File: config.mk
export PLATFORM = sky130hd
export DESIGN_NAME = difftest_gate_ctrl
export DESIGN_NICKNAME = d
export VERILOG_FILES = /design/src/rtl/difftest_gate_pkg.sv /design/src/rtl/difftest_sat_counter.sv /design/src/rtl/difftest_gate_ctrl.sv
export SDC_FILE = /design/constraint.sdc
export NUM_CORES = 1
export LEC_CHECK = 0
export CORE_MARGIN = 4
export CORE_UTILIZATION = 40
export DETAILED_ROUTE_END_ITERATION = 8
export DONT_BUFFER_PORTS = 1
export PLACE_DENSITY = 0.61
export SYNTH_ARGS = -nofsm -noshare
export SYNTH_HDL_FRONTEND = slang
export SYNTH_SLANG_ARGS = --single-unit
File: constraint.sdc
create_clock -name clock -period 2.6 [get_ports clock]
set_input_delay 0.52 -clock clock [delete_from_list [all_inputs] [get_ports clock]]
set_output_delay 0.52 -clock clock [all_outputs]
set_load 0.01 [all_outputs]
File: src/rtl/difftest_gate_pkg.sv
// Shared types and helpers for the DiffTest clock-gate enable controller.
package difftest_gate_pkg;

    // Controller states; the encoding is exposed on the debug state port.
    typedef enum logic [1:0] {
        ST_OFF  = 2'd0,
        ST_WAKE = 2'd1,
        ST_ON   = 2'd2,
        ST_HOLD = 2'd3
    } gate_state_e;

    // Width of the shared WAKE/HOLD down-counter. It only ever holds
    // values up to max(wake, hold) - 1, and is never narrower than one bit.
    function automatic int cnt_width(input int wake, input int hold);
        int m;
        m = (wake > hold) ? wake : hold;
        if (m <= 2) begin
            return 1;
        end else begin
            return $clog2(m);
        end
    endfunction

endpackage

File: src/rtl/difftest_sat_counter.sv
// Saturating up-counter with a synchronous clear that beats increment.
module difftest_sat_counter #(
    parameter int W = 32
) (
    input  logic         clock,
    input  logic         reset,
    input  logic         clear,
    input  logic         inc,
    output logic [W-1:0] value
);

    localparam logic [W-1:0] ALL_ONES = {W{1'b1}};
    localparam logic [W-1:0] ONE      = W'(1);

    logic [W-1:0] r_value;

    // Count register: clear first, then increment until all-ones, then hold.
    always_ff @(posedge clock or posedge reset) begin
        if (reset) begin
            r_value <= {W{1'b0}};
        end else if (clear) begin
            r_value <= {W{1'b0}};
        end else if (inc && (r_value != ALL_ONES)) begin
            r_value <= r_value + ONE;
        end else begin
            r_value <= r_value;
        end
    end

    assign value = r_value;

endmodule

File: src/rtl/difftest_gate_ctrl.sv
// Clock-gate enable controller: merges requester levels into one registered
// enable with a warm-up delay before ack and an idle hold-off before shutdown.
module difftest_gate_ctrl
    import difftest_gate_pkg::*;
#(
    parameter int NUM_REQ     = 4,
    parameter int WAKE_CYCLES = 2,
    parameter int HOLD_CYCLES = 16,
    parameter int CNT_W       = 32
) (
    input  logic               clock,
    input  logic               reset,
    input  logic [NUM_REQ-1:0] req,
    input  logic               force_on,
    input  logic               cnt_clear,
    output logic               gate_en,
    output logic               ack,
    output logic [1:0]         state,
    output logic [CNT_W-1:0]   gated_cycles
);

    localparam int            CW        = cnt_width(WAKE_CYCLES, HOLD_CYCLES);
    localparam logic [CW-1:0] WAKE_LOAD = CW'(WAKE_CYCLES - 1);
    localparam logic [CW-1:0] HOLD_LOAD = CW'(HOLD_CYCLES - 1);
    localparam logic [CW-1:0] CNT_ZERO  = {CW{1'b0}};
    localparam logic [CW-1:0] CNT_ONE   = CW'(1);

    gate_state_e   r_state;
    gate_state_e   w_state_nxt;
    logic [CW-1:0] r_cnt;
    logic [CW-1:0] w_cnt_nxt;
    logic          r_gate_en;
    logic          r_ack;
    logic          w_any_req;
    logic          w_cnt_inc;

    assign w_any_req = (|req) | force_on;

    // Next-state and shared down-counter update for the WAKE/HOLD timers.
    always_comb begin
        w_state_nxt = r_state;
        w_cnt_nxt   = r_cnt;
        case (r_state)
            ST_OFF: begin
                if (w_any_req) begin
                    w_state_nxt = ST_WAKE;
                    w_cnt_nxt   = WAKE_LOAD;
                end else begin
                    w_state_nxt = ST_OFF;
                end
            end
            ST_WAKE: begin
                // Warm-up always completes, even if the request went away.
                if (r_cnt == CNT_ZERO) begin
                    w_state_nxt = ST_ON;
                end else begin
                    w_cnt_nxt = r_cnt - CNT_ONE;
                end
            end
            ST_ON: begin
                if (!w_any_req) begin
                    w_state_nxt = ST_HOLD;
                    w_cnt_nxt   = HOLD_LOAD;
                end else begin
                    w_state_nxt = ST_ON;
                end
            end
            ST_HOLD: begin
                // A returning request beats expiry so the enable never dips.
                if (w_any_req) begin
                    w_state_nxt = ST_ON;
                end else if (r_cnt == CNT_ZERO) begin
                    w_state_nxt = ST_OFF;
                end else begin
                    w_cnt_nxt = r_cnt - CNT_ONE;
                end
            end
            default: begin
                w_state_nxt = ST_OFF;
                w_cnt_nxt   = CNT_ZERO;
            end
        endcase
    end

    // State and timer registers.
    always_ff @(posedge clock or posedge reset) begin
        if (reset) begin
            r_state <= ST_OFF;
            r_cnt   <= CNT_ZERO;
        end else begin
            r_state <= w_state_nxt;
            r_cnt   <= w_cnt_nxt;
        end
    end

    // Enable and ack are their own flops, decoded from the next state, so a
    // two-bit state change can never glitch the clock-gate E pin.
    always_ff @(posedge clock or posedge reset) begin
        if (reset) begin
            r_gate_en <= 1'b0;
            r_ack     <= 1'b0;
        end else begin
            r_gate_en <= (w_state_nxt != ST_OFF);
            r_ack     <= (w_state_nxt == ST_ON) || (w_state_nxt == ST_HOLD);
        end
    end

    assign w_cnt_inc = ~r_gate_en;

    difftest_sat_counter #(
        .W (CNT_W)
    ) u_gated_cnt (
        .clock (clock),
        .reset (reset),
        .clear (cnt_clear),
        .inc   (w_cnt_inc),
        .value (gated_cycles)
    );

    assign gate_en = r_gate_en;
    assign ack     = r_ack;
    assign state   = r_state;

endmodule

==> reports/summary.txt, run 1 <==
Status: finished, final reports clean
Vias in the first global route: 1753
Cell row count: 26
Multi-input logic area: 1097 um^2
Pins Over Slew Limit: 0
R2R Path End: u_gated_cnt.value[30]
Remaining antenna violation count: 0
DR iter-0 viols: 80
Post-Synthesis Cells: 236
Number of setup violations in the final report: 0
Avg Inst Size Synth: 9.220 um^2
Starting density of the core: 41.80%
CTS root buf: clkbuf_8
Initial antenna violation count: 0
Clk pwr share: 35.7%
Asr flop ratio synth: 100.0%
WL per Instance: 15.11 um
Dominant cell type by area after synthesis: dfrtp_1
Worst slew pin tran: 0.6590 ns
Fmax: 0.4289 GHz
FF-to-FF Start: u_gated_cnt.value[18]
Setup Crit Path Kind: reg2reg
Worst-Skew Late Latency: 0.28 ns
CTS Buffer Depth: 2
IO buf count: 0
R2r setup slk: 0.27 ns
Power Density: 479.9 nW/um^2
Met1 Use GR: 19.37%
Gp weighted congestion: 0.7874
Die Area: 6684 um^2
P_sw: 0.2675 mW
Sequential cell fraction of total power: 58.2%
FILL cells: 512
Vias after detailed routing: 1806
Area occupied by registers: 1001 um^2
Fin crit share: 89.68%
Prevailing post-synth register cell: dfrtp_1
Via-per-instance ratio: 5.609
Chip height: 81.76 um
Final Routed Wirelength: 4865 um
Top Usage Layer GRT: met2
Switching part of the total: 22.97%
Core box area: 5205 um^2
Clk pin slew, worst setup/hold paths: 0.07 ns
Synth Cell Area: 2176 um^2
Pwr Total: 1.164 mW
Layout cell share with drive strength beyond 1: 15.48%
Area Growth Syn to Fin: 11.50%
Worst Setup End Kind: register
Cell-internal power: 0.8968 mW
Yosys reg bits: 40
Crit Path Max Fanout: 7
Fin util: 46.61%
Synth Warn #: 0
Die width: 81.76 um
Combinational Power Share: 6.1%
# clock sinks: 40
Library cells used by synthesis: 44
Setup TNS Final: 0 ns
Final hold vios: 0
Largest net degree at the start of global routing: 41
VDD IR max: 0.3114 mV
Leak Pwr: 0.9388 nW
Slew headroom: 54.93%
Startpoint type of the worst setup path: register
Register area share after synthesis: 46.00%
Hold_buf cts: 0
Number of detailed-route iterations in the first pass: 4
Max-cap violation count: 0
HPWL Detailed: 3588 um
Share of the synthesized area in the top cell type: 46.00%
CTS Buf Count: 5
Clock Skew: 0.002834 ns
Num ports: 44
Worst endpoint required time: 2.81 ns
Ant diodes: 0
Number of enable flip-flop cells after synthesis: 0
Total track usage: 15.97%
Final min period: 2.332 ns
Total gr overflow: 0
Top post-synthesis cells by area: dfrtp_1 46%, nor2_1 4.8%, o21ai_0 3.9%
Layout Nets: 261
DRC: 0
CTS tree: yes
Worst reg2reg path depth: 5
First-pass GRT wire length: 8328 um
Met2 usage: 26.90%
CP arrival: 2.54 ns
Worst Hold Class: in2async
Syn_nets: 246
H-tree depth: 2
RSZ-0062 raised after global routing: false
Met3 GRT Util: 5.702%
flip-flops by register name, indices dropped and copies added, names as in the netlist:
name	cells
u_gated_cnt.value	32
r_cnt	4
state	2
ack	1
gate_en	1
area by class of cell:
type,count,share of cell area (%)
Multi-Input combinational cell,179,45.23
Clock buffer,8,3.713
Timing Repair Buffer,15,4.642
Sequential cell,40,41.26
Inverter,10,1.547
Tap cell,70,3.610
cell usage in the layout (no fill, tap or decap), types with 3 or more instances in the layout:
| cell type | count |
|---|---|
| a21oi_1 | 15 |
| a31o_2 | 3 |
| buf_4 | 15 |
| clkbuf_8 | 6 |
| dfrtp_1 | 40 |
| inv_1 | 10 |
| mux2_2 | 5 |
| mux2i_1 | 4 |
| nand2_1 | 16 |
| nand3_1 | 9 |
| nand4_1 | 10 |
| nor2_1 | 28 |
| nor2b_1 | 5 |
| nor3_1 | 4 |
| nor4_1 | 4 |
| o211ai_1 | 3 |
| o21ai_0 | 17 |
| or3_1 | 12 |
| or3_2 | 3 |
| or4_1 | 5 |
| xnor2_1 | 6 |
| xor2_1 | 3 |
power by group through the flow:
| stage | clock network, mW | logic [mW] | registers [mW] |
|---|---|---|---|
| floorplan | 0 | 0.0650 | 0.683 |
| global route | 0.466 | 0.0841 | 0.683 |
| global placement | 0 | 0.0712 | 0.690 |
| finish | 0.416 | 0.0708 | 0.678 |
| detailed placement | 0 | 0.0735 | 0.689 |
| CTS | 0.439 | 0.0724 | 0.678 |
synth_stat cells (3+ instances only):
master and number:
dfrtp_1 40, nor2_1 28, o21ai_0 17, nand2_1 16
a21oi_1 15, or3_1 12, inv_1 10, nand4_1 10
nand3_1 9, or4_1 6, xnor2_1 6, mux2_2 5
nor2b_1 5, mux2i_1 4, nor3_1 4, nor4_1 4
a31o_2 3, clkbuf_1 3, o211ai_1 3, or3_2 3
xor2_1 3
worst max-delay path, stage by stage (launching register included):
cell	delay, ns
dfrtp_1	0.48
nand4_2	0.22
or3_2	0.52
or4_4	0.58
or3_1	0.32
a21oi_1	0.14
worst max-delay path by stage:
stage / start / to / slack (ns) / depth (start not counted)
finish: u_gated_cnt.value[18] / u_gated_cnt.value[30] / 0.27 / 5
global route: u_gated_cnt.value[1] / u_gated_cnt.value[18] / 0.07 / 6
CTS: u_gated_cnt.value[1] / u_gated_cnt.value[30] / 0.19 / 6
detailed placement: u_gated_cnt.value[1] / u_gated_cnt.value[30] / 0.22 / 6
global placement: u_gated_cnt.value[18] / u_gated_cnt.value[30] / 0.27 / 5
floorplan: u_gated_cnt.value[0] / u_gated_cnt.value[26] / 0.25 / 7
layer usage:
| layer | up-vias | routed length [um] | part of all wire [%] |
|---|---|---|---|
| met5 | - | 0 | 0 |
| met1 | 858 | 2100 | 43 |
| met4 | 0 | 56 | 1.2 |
| li1 | 898 | - | - |
| met3 | 6 | 324 | 6.7 |
| met2 | 44 | 2384 | 49 |
through the flow:
step	instances	hold WS, ns	instance area, um^2	setup WS [ns]
5_1_grt	322	0.2734	2426	0.07256
3_5_place_dp	314	0.5351	2332	0.2161
4_1_cts	322	0.2614	2422	0.1890
3_3_place_gp	314	0.5346	2332	0.2693
6_report	322	0.2394	2426	0.2682
2_1_floorplan	236	0.5004	2176	0.2520
cells by family (layout without fill, tap and decap cells):
group	Yosys count	after routing	synth area share [%]
AO/OA/AOI/OAI	54	54	15.64
XOR/XNOR	9	9	3.623
adder cells (fa/ha/maj)	2	2	1.150
buffers and inverters	17	33	3.738
flip-flops	40	40	46.00
multiplexers	9	9	4.428
AND/OR/NAND/NOR	105	105	25.42
timing repair:
action,CTS,global route
setup buffers,0,0
endpoints found under the setup margin,0,2
resized for setup,0,1
Power figures use the tool's default switching activity.
==> inputs of run 2 (changes only) <==
--- a/config.mk
+++ b/config.mk
@@ -5,11 +5,12 @@
 export SDC_FILE = /design/constraint.sdc
 export NUM_CORES = 1
 export LEC_CHECK = 0
+export ABC_AREA = 1
 export CORE_MARGIN = 4
 export CORE_UTILIZATION = 40
 export DETAILED_ROUTE_END_ITERATION = 8
 export DONT_BUFFER_PORTS = 1
-export PLACE_DENSITY = 0.61
+export PLACE_DENSITY = 0.63
 export SYNTH_ARGS = -nofsm -noshare
 export SYNTH_HDL_FRONTEND = slang
 export SYNTH_SLANG_ARGS = --single-unit
==> constraint.sdc (replaced) <==
create_clock -name clock -period 2 [get_ports clock]
set_input_delay 0.4 -clock clock [delete_from_list [all_inputs] [get_ports clock]]
set_output_delay 0.4 -clock clock [all_outputs]
set_load 0.01 [all_outputs]
==> reports/summary.txt, run 2 <==
Status: finished, final reports clean
VDD IR max: 0.2774 mV (-11%)
Starting density of the core: 41.02% (-0.78 points)
Die width: 88.70 um (+8.5%)
Clk pwr share: 42.3% (+6.6 points)
Switching part of the total: 24.27% (+1.3 points)
Worst Hold Class: in2async
Worst-Skew Late Latency: 0.29 ns (about the same)
Fin util: 48.14% (+1.5 points)
Avg Inst Size Synth: 6.562 um^2 (-29%)
DR iter-0 viols: 139 (+74%)
Ant diodes: 0 (unchanged)
Cell Chain, Critical Path: ha_1, inv_2, nor2_4, nand2_2, nor2_4, a21oi_4, nand4_1, nand2_1
Gp weighted congestion: 0.9377 (+19%)
Number of detailed-route iterations in the first pass: 4 (unchanged)
R2r setup slk: 0.21 ns (-0.06 ns)
Fmax: 0.5596 GHz (+30%)
Remaining antenna violation count: 0 (unchanged)
Synth Warn #: 0 (unchanged)
Number of enable flip-flop cells after synthesis: 0 (unchanged)
CP max stage delay: 0.55 ns (-0.03 ns)
Share of the synthesized area in the top cell type: 38.42% (-7.6 points)
Most common cell after layout, fill and taps aside: nand2_1
CTS tree: yes
Power Density: 531.5 nW/um^2 (+11%)
Chip height: 88.70 um (+8.5%)
Setup Crit Path Kind: reg2reg
FILL cells: 655 (+28%)
RSZ-0062 raised after global routing: false
Register area share after synthesis: 38.42% (-7.6 points)
Worst slew pin tran: 0.6633 ns (+0.004230 ns)
Vias in the first global route: 2417 (+38%)
Initial antenna violation count: 0 (unchanged)
Max-cap violation count: 0 (unchanged)
Layout cell share with drive strength beyond 1: 14.52% (-0.96 points)
Top post-synthesis cells by area: dfrtp_1 38%, nand2_1 23%, nor2_1 8.6%
Core box area: 6350 um^2 (+22%)
Dominant cell type by area after synthesis: dfrtp_1
Clk pin slew, worst setup/hold paths: 0.09 ns (+0.02 ns)
Final min period: 1.787 ns (-0.5448 ns)
Library cells used by synthesis: 27 (-39%)
Max FFs per register: 32 (unchanged)
Yosys reg bits: 40 (unchanged)
WL per Instance: 13.64 um (-9.7%)
Sequential cell fraction of total power: 51.6% (-6.6 points)
Area occupied by registers: 1001 um^2 (unchanged)
CP arrival: 2.02 ns (-0.52 ns)
CTS root buf: clkbuf_8
CTS Buffer Depth: 2 (unchanged)
Final Routed Wirelength: 6971 um (+43%)
Startpoint type of the worst setup path: register
Die Area: 7868 um^2 (+18%)
Total gr overflow: 0 (unchanged)
# clock sinks: 40 (unchanged)
Vias after detailed routing: 2576 (+43%)
Met1 Use GR: 24.21% (+4.8 points)
Top Usage Layer GRT: met2
Syn_nets: 407 (+65%)
Clock Skew: 0.003974 ns (+0.001140 ns)
Cell-internal power: 1.230 mW (+37%)
Synth Cell Area: 2605 um^2 (+20%)
Via-per-instance ratio: 5.041 (-10%)
Most instantiated cells after synthesis: 162 x nand2_1, 60 x nor2_1, 40 x dfrtp_1, 36 x inv_1, 26 x nand3_1
DRC: 0 (unchanged)
IO buf count: 0 (unchanged)
Met3 GRT Util: 5.028% (-0.67 points)
Final Hold Slack: 0.1204 ns (-0.1191 ns)
Slowest CP cell: a21oi_4
Count leader, synth: nand2_1
Layout Nets: 443 (+70%)
Hold_buf cts: 0 (unchanged)
Final hold vios: 0 (unchanged)
P_sw: 0.3943 mW (+47%)
Cell row count: 29 (+12%)
Worst Setup End Kind: register
Slew headroom: 55.68% (+0.76 points)
Commonest non-fill, non-tap cells in the layout: 162 x nand2_1, 58 x nor2_1, 40 x dfrtp_1, 36 x inv_1, 36 x buf_4
Pins Over Slew Limit: 0 (unchanged)
Asr flop ratio synth: 100.0% (unchanged)
H-tree depth: 2 (unchanged)
First-pass GRT wire length: 11670 um (+40%)
CTS Buf Count: 5 (unchanged)
Cell repeated most along the worst path: nor2_4
Fin crit share: 89.35% (-0.34 points)
Area Growth Syn to Fin: 17.34%
Multi-input logic area: 1424 um^2 (+30%)
Number of setup violations in the final report: 0 (unchanged)
Prevailing post-synth register cell: dfrtp_1
Total track usage: 19.01% (+3.0 points)
Pwr Total: 1.625 mW (+40%)
Leak Pwr: 1.475 nW (+57%)
Met2 usage: 31.78% (+4.9 points)
Worst endpoint required time: 2.23 ns (-0.58 ns)
Largest net degree at the start of global routing: 41 (unchanged)
Post-Synthesis Cells: 397 (+68%)
Num ports: 44 (unchanged)
HPWL Detailed: 5328 um (+48%)
Crit Path Max Fanout: 25 (+18)
Combinational Power Share: 6.1% (about the same)
Setup TNS Final: 0 ns (unchanged)
==> run 2: path summary, 6_finish.rpt <==
path                                           start                     to  cells past startpoint
worst min register to register              r_cnt[2]               r_cnt[2]                      1
min in group clock                         cnt_clear  u_gated_cnt.value[10]                      3
worst min-delay path                           reset               state[1]                      2
worst max-delay path            u_gated_cnt.value[0]  u_gated_cnt.value[18]                      8
max in group asynchronous                      reset  u_gated_cnt.value[26]                      2
worst max register to register  u_gated_cnt.value[0]  u_gated_cnt.value[18]                      8
==> run 2: power groups by stage <==
| stage | logic, mW | clock network, mW | registers, mW |
|---|---|---|---|
| floorplan | 0.0817 | 0 | 0.852 |
| global placement | 0.0983 | 0 | 0.854 |
| detailed placement | 0.101 | 0 | 0.854 |
| CTS | 0.101 | 0.702 | 0.838 |
| global route | 0.116 | 0.733 | 0.841 |
| finish | 0.0993 | 0.687 | 0.838 |
==> run 2: per-layer routing <==
layer / wire length (um) / share of wire (%)
met5: 0 / 0
met1: 3103 / 45
met2: 3326 / 48
met4: 104 / 1.5
met3: 436 / 6.3
==> run 2: critical path: cells and delay by family (launching register included) <==
family                     cells  cell delay [ns]
adders and majority gates      1             0.22
and+or+nand+nor                5             0.50
DFF                            1             0.38
AOI/OAI and AO/OA              1             0.55
buffers and inverters          1             0.07
==> run 2: stage by stage <==
step | area (um^2) | setup slack [ns] | cells
5_1_grt | 3057 | 0.02712 | 511
4_1_cts | 3050 | 0.1588 | 511
3_5_place_dp | 2927 | -0.1091 | 503
2_1_floorplan | 2605 | 0.1889 | 397
6_report | 3057 | 0.2131 | 511
3_3_place_gp | 2927 | -0.1130 | 503
==> run 2: logic make-up (layout without fill, tap and decap cells) <==
| family | count (synthesis) | in the layout | share of synthesized area [%] |
|---|---|---|---|
| DFF | 40 | 40 | 38.42 |
| buffers and inverters | 46 | 83 | 7.540 |
| xor gates and xnor gates | 10 | 10 | 3.362 |
| AOI/OAI and AO/OA | 14 | 14 | 2.978 |
| adders and majority gates | 2 | 2 | 0.9605 |
| and+or+nand+nor | 285 | 285 | 46.73 |
==> run 2: area by class of cell <==
type,count,area share [%]
clock buffer,5,2.251
clock inverter,3,1.555
inverter,39,4.871
multi-input combinational,311,46.58
sequential,40,32.75
tap,77,3.152
timing repair buffer,36,8.842
==> run 2: repair_timing <==
action / in CTS / in global routing
setup endpoints to repair: 25 / 4
resized for setup: 1 / 3
buffers inserted: 0 / 0
pin swaps: 0 / 0
==> inputs of run 3 (changes only) <==
--- a/config.mk
+++ b/config.mk
@@ -10,7 +10,8 @@
 export CORE_UTILIZATION = 40
 export DETAILED_ROUTE_END_ITERATION = 8
 export DONT_BUFFER_PORTS = 1
-export PLACE_DENSITY = 0.63
+export PLACE_DENSITY = 0.61
+export REMOVE_ABC_BUFFERS = 1
 export SYNTH_ARGS = -nofsm -noshare
 export SYNTH_HDL_FRONTEND = slang
 export SYNTH_SLANG_ARGS = --single-unit
==> constraint.sdc (replaced) <==
create_clock -name clock -period 2.3 [get_ports clock]
set_input_delay 0.46 -clock clock [delete_from_list [all_inputs] [get_ports clock]]
set_output_delay 0.46 -clock clock [all_outputs]
set_load 0.01 [all_outputs]
==> reports/summary.txt, run 3 (synthesis gave the netlist of run 2 again) <==
Number of detailed-route iterations in the first pass: 4 (unchanged)
Cell repeated most along the worst path: nand2_4
Layout Nets: 437 (-1.4%)
H-tree depth: 2 (unchanged)
Worst slew pin tran: 0.7028 ns (+0.03952 ns)
Setup TNS Final: 0 ns (unchanged)
CP arrival: 2.29 ns (+0.27 ns)
Die width: 88.70 um (unchanged)
Number of setup violations in the final report: 0 (unchanged)
Fmax: 0.4856 GHz (-13%)
Largest net degree at the start of global routing: 30 (-27%)
WL per Instance: 14.36 um (+5.3%)
Met3 GRT Util: 5.121% (+0.093 points)
Cell Chain, Critical Path: ha_1, inv_2, nor2_4, nand2_2, nor2_4, nand2_4, nand2_4, nand2_4, clkinv_2, nand2_1, nand2_1
FF-to-FF Start: u_gated_cnt.value[1]
CTS Buf Count: 5 (unchanged)
Setup WS pre-CTS: 0.08530 ns (+0.1944 ns)
Fin crit share: 89.54% (+0.20 points)
R2R Path End: u_gated_cnt.value[12]
Slew headroom: 53.04% (-2.6 points)
Clk pwr share: 41.9% (-0.4 points)
Top Usage Layer GRT: met2
Worst reg2reg path depth: 11 (+3)
First-pass GRT wire length: 11830 um (+1.4%)
CTS Buffer Depth: 2 (unchanged)
Sequential cell fraction of total power: 51.7% (about the same)
Layout cell share with drive strength beyond 1: 12.85% (-1.7 points)
Vias after detailed routing: 2571 (-0.19%)
Met2 usage: 31.51% (-0.27 points)
Final hold vios: 0 (unchanged)
Max FFs per register: 32 (unchanged)
Startpoint type of the worst setup path: register
Via-per-instance ratio: 5.091 (+0.99%)
Leak Pwr: 1.436 nW (-2.6%)
Starting density of the core: 41.02% (unchanged)
CP max stage delay: 0.38 ns (-0.17 ns)
Final min period: 2.059 ns (+0.2725 ns)
Clock Skew: 0.003723 ns (-0.0002510 ns)
Pins Over Slew Limit: 0 (unchanged)
Status: finished, final reports clean
VDD IR max: 0.2779 mV (+0.20%)
R2r setup slk: 0.24 ns (+0.03 ns)
RSZ-0062 raised after global routing: false
Vias in the first global route: 2396 (-0.87%)
Worst Hold Class: in2async
Most common cell after layout, fill and taps aside: nand2_1
DR iter-0 viols: 127 (-8.6%)
Cell-internal power: 1.066 mW (-13%)
Max-cap violation count: 0 (unchanged)
IO buf count: 0 (unchanged)
Met1 Use GR: 26.27% (+2.1 points)
Power Density: 469.6 nW/um^2 (-12%)
DRC: 0 (unchanged)
Pwr Total: 1.409 mW (-13%)
Crit Path Max Fanout: 29 (+16%)
Die Area: 7868 um^2 (unchanged)
Chip height: 88.70 um (unchanged)
Total gr overflow: 0 (unchanged)
Switching part of the total: 24.37% (+0.093 points)
Final Hold Slack: 0.08101 ns (-0.03935 ns)
Worst Setup End Kind: register
Num ports: 44 (unchanged)
Worst-Skew Late Latency: 0.30 ns (about the same)
Remaining antenna violation count: 0 (unchanged)
CTS tree: yes
Slowest CP cell: dfrtp_1
Final Routed Wirelength: 7252 um (+4.0%)
Cell row count: 29 (unchanged)
HPWL Detailed: 5591 um (+4.9%)
Commonest non-fill, non-tap cells in the layout: 162 x nand2_1, 60 x nor2_1, 40 x dfrtp_1, 36 x inv_1, 30 x buf_4
Initial antenna violation count: 0 (unchanged)
# clock sinks: 40 (unchanged)
Clk pin slew, worst setup/hold paths: 0.08 ns (about the same)
CTS root buf: clkbuf_8
Ant diodes: 0 (unchanged)
Slack of the critical path: 0.2405 ns (+0.02745 ns)
P_sw: 0.3433 mW (-13%)
Area Growth Syn to Fin: 15.18%
Gp weighted congestion: 0.8432 (-10%)
Setup Crit Path Kind: reg2reg
Combinational Power Share: 6.4% (+0.3 points)
Total track usage: 19.54% (+0.53 points)
Worst endpoint required time: 2.53 ns (+0.30 ns)
Core box area: 6350 um^2 (unchanged)
-- run 3: changes by cell type in the layout (fill, tap and decap cells not counted), sizes merged --
cell      previous run  this run
buf                 36        30
inv                 38        37
clkinvlp             0         1
-- run 3: worst max path at each step --
stage,startpoint,end,slack [ns],cells after the start
floorplan,u_gated_cnt.value[0],u_gated_cnt.value[11],0.08,8
global placement,u_gated_cnt.value[0],u_gated_cnt.value[20],0.11,8
detailed placement,u_gated_cnt.value[0],u_gated_cnt.value[1],0.09,8
CTS,u_gated_cnt.value[0],u_gated_cnt.value[1],0.07,8
global route,u_gated_cnt.value[1],u_gated_cnt.value[16],0.07,11
finish,u_gated_cnt.value[1],u_gated_cnt.value[12],0.24,11
-- run 3: metrics by stage --
step | instances | area [um^2] | util [%]
2_1_floorplan | 390 | 2556 | -
4_1_cts | 505 | 2993 | 47.13
3_3_place_gp | 497 | 2882 | 45.38
5_1_grt | 505 | 3000 | 47.25
6_report | 505 | 3000 | 47.25
3_5_place_dp | 497 | 2882 | 45.38
-- run 3: metal layers --
metal  wire length (um)  share of wire, %  vias up
met3                570               7.9        6
met2               3352                46       79
met1               3268                45     1176
li1                   -                 -     1310
met4                 60              0.83        0
met5                  0                 0        -
-- run 3: what timing repair did --
action	in CTS	in global routing
hold buffers	0	0
resized for setup	0	1
setup buffers	0	0
endpoints found under the setup margin	0	25
-- run 3: cell type report --
cell class | instances | area [um^2]
fill | 656 | 3349
multi-input combinational | 311 | 1419
sequential | 40 | 1001
timing repair buffer | 30 | 225.2
inverter | 39 | 147.6
tap | 77 | 96.34
clock buffer | 5 | 68.82
clock inverter | 3 | 42.54
-- run 3: critical path: cells and delay by family, from the launching register on --
kind / cells / cell delay (ns)
buf+inv: 2 / 0.38
fa+ha+maj: 1 / 0.29
simple gates: 8 / 0.93
flops: 1 / 0.38
-- run 3: power groups by stage --
stage / logic [mW] / clock network, mW / registers (mW)
floorplan: 0.0634 / 0 / 0.741
global placement: 0.0876 / 0 / 0.743
detailed placement: 0.0911 / 0 / 0.743
CTS: 0.0916 / 0.599 / 0.729
global route: 0.104 / 0.626 / 0.732
finish: 0.0902 / 0.590 / 0.729
